==> config.mk <==
export PLATFORM = sky130hd
export DESIGN_NAME = servo_sweep_ctrl_flat
export DESIGN_NICKNAME = d
export VERILOG_FILES = /design/src/rtl/pwm_pkg.sv /design/src/rtl/servo_sweep_ctrl_if.sv /design/src/rtl/pwm_tick_gen.sv /design/src/rtl/servo_sweep_ctrl.sv /design/src/flat_wrapper.sv
export SDC_FILE = /design/constraint.sdc
export NUM_CORES = 1
export LEC_CHECK = 0
export ABC_CLOCK_PERIOD_IN_PS = 5100
export BUFFER_PORTS_ARGS = -buffer_cell sky130_fd_sc_hd__buf_4
export CELL_PAD_IN_SITES_DETAIL_PLACEMENT = 1
export CELL_PAD_IN_SITES_GLOBAL_PLACEMENT = 1
export CORE_MARGIN = 4
export CORE_UTILIZATION = 35
export DETAILED_ROUTE_END_ITERATION = 7
export GPL_ROUTABILITY_DRIVEN = 0
export HOLD_SLACK_MARGIN = 0.12
export PLACE_DENSITY = 0.73
export SLEW_MARGIN = 20
export SYNTH_ARGS = -nofsm -noshare
export SYNTH_HDL_FRONTEND = slang
export SYNTH_SLANG_ARGS = --single-unit
==> constraint.sdc <==
create_clock -name clk -period 5.1 [get_ports clk]
set_input_delay 0.255 -clock clk [delete_from_list [all_inputs] [get_ports clk]]
set_output_delay 0.255 -clock clk [all_outputs]
set_load 0.02 [all_outputs]
==> src/rtl/pwm_pkg.sv <==
// pwm_pkg: sweep FSM states and default PWM resolution shared by servo_pwm and servo_sweep_ctrl
package pwm_pkg;
    localparam int PWM_RES = 8;
    typedef enum logic [2:0] {IDLE, RISE, DWELL_HI, FALL, DWELL_LO} sweep_state_t;
endpackage

==> src/rtl/servo_sweep_ctrl_if.sv <==
// servo_sweep_ctrl_if: sweep command/limit inputs and duty/status outputs of the sweep sequencer
interface servo_sweep_ctrl_if import pwm_pkg::*; #(parameter int R = PWM_RES);
    logic start;
    logic stop;
    logic [R:0] min_duty;
    logic [R:0] max_duty;
    logic [R-1:0] step;
    logic [7:0] n_cycles;
    logic [R:0] duty;
    logic active;
    logic done;
    logic err;
    modport master(output start, stop, min_duty, max_duty, step, n_cycles, input duty, active, done, err);
    modport slave(input start, stop, min_duty, max_duty, step, n_cycles, output duty, active, done, err);
endinterface

==> src/rtl/pwm_tick_gen.sv <==
// pwm_tick_gen: prescaler pulsing tick every TICK_DIV clocks, held at zero while clr
module pwm_tick_gen #(
    parameter int TICK_DIV = 12500000
) (
    input  logic clk,
    input  logic rst,
    input  logic clr,
    output logic tick
);
    localparam int W = $clog2(TICK_DIV);
    logic [W-1:0] cnt_q, cnt_d;
    assign tick = cnt_q == W'(TICK_DIV - 1);
    always_comb cnt_d = (clr || tick) ? '0 : cnt_q + W'(1);
    always_ff @(posedge clk) begin
        if (rst) cnt_q <= '0;
        else cnt_q <= cnt_d;
    end
endmodule

==> src/rtl/servo_sweep_ctrl.sv <==
// servo_sweep_ctrl: start/stop controlled duty sweep min->max->min with dwells, for pwm_enhanced.duty
module servo_sweep_ctrl import pwm_pkg::*; #(
    parameter int R           = PWM_RES,
    parameter int TICK_DIV    = 12500000,
    parameter int DWELL_TICKS = 4
) (
    input logic clk,
    input logic rst,
    servo_sweep_ctrl_if.slave bus
);
    localparam int DW = DWELL_TICKS > 1 ? $clog2(DWELL_TICKS) : 1;
    localparam logic [R+1:0] FULL = {2'b01, {R{1'b0}}};
    sweep_state_t state_q, state_d;
    logic [R:0] duty_q, duty_d, min_q, min_d, max_q, max_d;
    logic [R-1:0] step_q, step_d;
    logic [7:0] n_q, n_d, cyc_q, cyc_d, cyc_nx;
    logic [DW-1:0] dwell_q, dwell_d;
    logic done_q, done_d, err_q, err_d;
    logic tick, idle, bad, dwell_last;
    logic [R+1:0] sum, lo_lim;
    assign idle = state_q == IDLE;
    pwm_tick_gen #(.TICK_DIV(TICK_DIV)) u_tick (.clk(clk), .rst(rst), .clr(idle), .tick(tick));
    // comparisons carried in R+2 bits so max=2**R plus step cannot wrap
    assign sum        = {1'b0, duty_q} + {2'b00, step_q};
    assign lo_lim     = {1'b0, min_q} + {2'b00, step_q};
    assign bad        = (bus.min_duty > bus.max_duty) || ({1'b0, bus.max_duty} > FULL) || (bus.step == '0);
    assign dwell_last = dwell_q == DW'(DWELL_TICKS - 1);
    assign cyc_nx     = cyc_q + 8'd1;
    always_comb begin
        state_d = state_q;
        duty_d  = duty_q;
        min_d   = min_q;
        max_d   = max_q;
        step_d  = step_q;
        n_d     = n_q;
        cyc_d   = cyc_q;
        dwell_d = dwell_q;
        done_d  = 1'b0;
        err_d   = 1'b0;
        if (idle) begin
            if (bus.start && !bus.stop) begin
                if (bad) err_d = 1'b1;
                else begin
                    min_d   = bus.min_duty;
                    max_d   = bus.max_duty;
                    step_d  = bus.step;
                    n_d     = bus.n_cycles;
                    duty_d  = bus.min_duty;
                    cyc_d   = '0;
                    dwell_d = '0;
                    state_d = RISE;
                end
            end
        end else if (bus.stop) begin
            state_d = IDLE;
            duty_d  = min_q;
        end else if (tick) begin
            case (state_q)
                RISE: begin
                    duty_d  = sum >= {1'b0, max_q} ? max_q : sum[R:0];
                    state_d = sum >= {1'b0, max_q} ? DWELL_HI : RISE;
                end
                DWELL_HI: begin
                    dwell_d = dwell_last ? '0 : dwell_q + DW'(1);
                    state_d = dwell_last ? FALL : DWELL_HI;
                end
                FALL: begin
                    duty_d  = {1'b0, duty_q} <= lo_lim ? min_q : duty_q - {1'b0, step_q};
                    state_d = {1'b0, duty_q} <= lo_lim ? DWELL_LO : FALL;
                end
                DWELL_LO: begin
                    dwell_d = dwell_last ? '0 : dwell_q + DW'(1);
                    if (dwell_last) begin
                        cyc_d   = cyc_nx;
                        done_d  = (n_q != 0) && (cyc_nx == n_q);
                        state_d = done_d ? IDLE : RISE;
                    end
                end
                default: state_d = IDLE;
            endcase
        end
    end
    always_ff @(posedge clk) begin
        if (rst) begin
            state_q <= IDLE;
            duty_q  <= '0;
            min_q   <= '0;
            max_q   <= '0;
            step_q  <= '0;
            n_q     <= '0;
            cyc_q   <= '0;
            dwell_q <= '0;
            done_q  <= 1'b0;
            err_q   <= 1'b0;
        end else begin
            state_q <= state_d;
            duty_q  <= duty_d;
            min_q   <= min_d;
            max_q   <= max_d;
            step_q  <= step_d;
            n_q     <= n_d;
            cyc_q   <= cyc_d;
            dwell_q <= dwell_d;
            done_q  <= done_d;
            err_q   <= err_d;
        end
    end
    assign bus.duty   = duty_q;
    assign bus.active = !idle;
    assign bus.done   = done_q;
    assign bus.err    = err_q;
endmodule

==> src/flat_wrapper.sv <==
// flat-port wrapper written by rule: the top's interface ports become plain ports
module servo_sweep_ctrl_flat import pwm_pkg::*;
#(
    parameter int R           = PWM_RES,
    parameter int TICK_DIV    = 12500000,
    parameter int DWELL_TICKS = 4
)
  (clk, rst, bus_start, bus_stop, bus_min_duty, bus_max_duty, bus_step, bus_n_cycles, bus_duty, bus_active, bus_done, bus_err);
  servo_sweep_ctrl_if #(.R(R)) bus_i ();
  input logic clk;
  input logic rst;
  input wire logic [$bits(bus_i.start)-1:0] bus_start;
  input wire logic [$bits(bus_i.stop)-1:0] bus_stop;
  input wire logic [$bits(bus_i.min_duty)-1:0] bus_min_duty;
  input wire logic [$bits(bus_i.max_duty)-1:0] bus_max_duty;
  input wire logic [$bits(bus_i.step)-1:0] bus_step;
  input wire logic [$bits(bus_i.n_cycles)-1:0] bus_n_cycles;
  output wire logic [$bits(bus_i.duty)-1:0] bus_duty;
  output wire logic [$bits(bus_i.active)-1:0] bus_active;
  output wire logic [$bits(bus_i.done)-1:0] bus_done;
  output wire logic [$bits(bus_i.err)-1:0] bus_err;
  assign bus_i.start = bus_start;
  assign bus_i.stop = bus_stop;
  assign bus_i.min_duty = bus_min_duty;
  assign bus_i.max_duty = bus_max_duty;
  assign bus_i.step = bus_step;
  assign bus_i.n_cycles = bus_n_cycles;
  assign bus_duty = bus_i.duty;
  assign bus_active = bus_i.active;
  assign bus_done = bus_i.done;
  assign bus_err = bus_i.err;
  servo_sweep_ctrl #(.R(R), .TICK_DIV(TICK_DIV), .DWELL_TICKS(DWELL_TICKS)) u_core (.clk(clk), .rst(rst), .bus(bus_i));
endmodule
==> impl_metrics.toml <==
[outcome]
status = "finished clean"

[synthesis]
synth_edf_count = 0
yosysMostFrequentCell = "nor2_1"
synth.area.top_cells = "dfxtp_1 29%, ha_1 12%, nor2_1 5.8%, a21oi_1 5.7%, mux2i_1 4.4%"
synth_top_cell_by_area = "dfxtp_1"
syn_nets = 801
synth_ff_type = "dfxtp_1"
synth_commonest_cells = "89 x nor2_1, 82 x dfxtp_1, 65 x a21oi_1"
syn_area_per_cell_sq_um = 8.10
ys_types = 65
synth-seq-cells = 82
synth_top_area_share_pct = 28.7
async_reset_ff_share_pct = 0
netlist_instances = 706
yosysWarnings = 0
yosysSeqAreaShare_pct = 28.7
synth_area_sq_um = 5720

[worst_setup_path]
r2r-start = "u_core.step_q[0]"
crit_path_end = "u_core.bus.duty[8]"
cp-start-kind = "flop"
rr_endpoint = "u_core.bus.duty[8]"
rrSetupSlack_ns = 0.86
startpoint = "u_core.step_q[0]"
path_max_fanout = 9
cp_data_arrival_time_ns = 4.49
r2r_cells = 18
cp_data_required_time_ns = 5.35
worstSetupPathType = "flop to flop"
end_kind = "flop"

[global_routing]
grt_antenna_before_repair = 0
grt_max_degree = 61
grt_first_pass_wirelength_um = 30000
grt_pass1_vias = 5826
grt_usage_pct = 20.5
gr-total-overflow = 0

[clock_network]
htree_num_levels = 3
clk_latency_ns = 0.35
cts_root_buffer = "clkbuf_16"
clkTransAtPathRegs_ns = 0.06
cts_resized = 0
cts_buffers = 9
cts_setup_buffers = 0
ctsHoldBuffers = 0
cts_sinks = 82
cts_tree = "yes"
cts_buffer_depth = 2

[timing]
period_minus_slack_ns = 4.24
setup_ws_ns = 0.855
setup_tns_ns = 0
finalCritPeriodShare_pct = 83.2
finalHoldViolCount = 0
rsz0062_at_grt = "no"
tightest_slew_ns = 1.06
fin_skew_ns = 0.00727
setup_viol = 0
timing.slew.headroom_pct = 28.9
drv_slew = 0
max_clock_freq_mhz = 236

[pwr]
p_leak_nw = 2.50
irDropWorstVdd_mv = 0.139
p_per_area_nw_per_um2 = 287
finalPower_mw = 1.88

[floorplanning]
fp.dieW_um = 136
row_count = 46
die_h_um = 136
start_util_pct = 35.9
coreArea_sq_um = 15900
ioPinCount = 50
die-area_sq_um = 18400

[layout]
diodes = 0
fill_cells = 1902
layoutNonFillerInstCount = 961
syn_to_final_growth_pct = 14.9
drive_gt1_share_pct = 11.1
final_nets = 836

[drt]
vias = 5407
ant_nets = 0
wl_per_cell_um = 19.0
drt_first_iter_violations = 229
dr.pass1.iters = 4
drc = 0
wl_um = 18200
viasPerCell = 5.63

[run]
drv_cap = 0

[place]
place_ws_ns = 0.881
io_buffers = 49
dp_hpwl_um = 14000
placed_cells = 946

[min_path]
hold_class = "input pin to flop"
[layout make-up]
cell class	count	area, sq um	share of cell area, %
Multi-Input combinational cell	554	3810	58.0
Timing Repair Buffer	53	398	6.05
Tap cell	216	270	4.11
Clock inverter	4	52.6	0.800
Clock buffer	11	243	3.69
Inverter	41	154	2.34
Sequential cell	82	1640	25.0
[state kept, by name, summed over array words and instances, names as in the netlist, 2 cells and up]
register / cells
u_core.cyc_q: 8
u_core.bus.duty: 9
u_core.dwell_q: 2
u_core.n_q: 8
u_core.u_tick.cnt_q: 24
u_core.max_q: 9
u_core.min_q: 9
u_core.step_q: 8
u_core.state_q: 3
[cells by family (layout without fill, tap and decap cells)]
kind of cell	after synthesis	count (layout)	synth area share [%]
AND/OR/NAND/NOR	238	238	21.2
AO/OA/AOI/OAI	186	186	20.6
flip-flops	82	82	28.7
buffers and inverters	70	109	4.84
adder cells (fa/ha/maj)	57	57	12.9
XOR/XNOR	47	47	7.20
multiplexers	26	26	4.57
[report_power, final]
group	internal, mW	leakage (nW)	switching, mW
combinational	0.204	1.71	0.324
sequential	0.661	0.664	0.0313
clock	0.390	0.134	0.273
total	1.26	2.50	0.628
[through the flow]
stage | util, % | hold WS, ns | instance area (sq um)
4_1_cts | 41.2 | 0.129 | 6570
2_1_floorplan | - | 0.395 | 5720
3_3_place_gp | 39.4 | 0.438 | 6280
6_report | 41.2 | 0.140 | 6570
5_1_grt | 41.2 | 0.155 | 6570
3_5_place_dp | 39.4 | 0.448 | 6280
[routing by layer]
metal | global-route usage [%] | routed length, um
met3 | 3.01 | 1110
met5 | 0 | 0
met4 | 6.83 | 406
met1 | 27.7 | 8210
met2 | 33.6 | 8490
[how the worst min path moves through the flow]
stage / endpoint / cells after the start / startpoint / slack (ns)
global route: u_core.n_q[1] / 3 / bus_n_cycles[1] / 0.16
detailed placement: u_core.u_tick.cnt_q[0] / 1 / u_core.u_tick.cnt_q[0] / 0.45
global placement: u_core.u_tick.cnt_q[0] / 1 / u_core.u_tick.cnt_q[0] / 0.44
finish: u_core.n_q[6] / 3 / bus_n_cycles[6] / 0.14
CTS: u_core.n_q[5] / 3 / bus_n_cycles[5] / 0.13
floorplan: u_core.max_q[7] / 2 / bus_max_duty[7] / 0.39
[worst max-delay path, stage by stage (launching register included)]
cell	delay [ns]
dfxtp_1	0.34
ha_1	0.24
inv_1	0.08
fa_1	0.21
nor2b_1	0.06
o21ai_0	0.22
nand2b_1	0.14
a21o_1	0.19
a21o_1	0.20
a31oi_1	0.23
xnor2_1	0.16
ha_1	0.27
nand3_1	0.13
nor3_1	0.07
a211oi_1	0.24
o21ai_1	0.34
a22o_1	0.40
a211o_1	0.32
o41ai_1	0.30
[cells in the final DEF (no fill, tap or decap), drive strengths merged, types with 4 or more instances in the layout]
master | Yosys | layout
nor2 | 90 | 90
dfxtp | 82 | 82
a21oi | 67 | 67
ha | 54 | 54
buf | 6 | 53
inv | 41 | 41
o21ai | 37 | 37
nand2 | 29 | 29
xnor2 | 26 | 26
mux2i | 25 | 25
xor2 | 21 | 21
nand3 | 16 | 16
nand2b | 13 | 13
nor3 | 12 | 12
or3 | 11 | 11
nor4 | 11 | 11
clkbuf | 23 | 11
a31oi | 10 | 10
a211oi | 9 | 9
a21o | 9 | 9
nor2b | 8 | 8
or4 | 8 | 8
and3 | 8 | 8
nand4 | 7 | 7
o211ai | 7 | 7
o21bai | 6 | 6
or2 | 6 | 6
o21a | 5 | 5
and4 | 5 | 5
and2 | 4 | 4
Power figures use the tool's default switching activity.
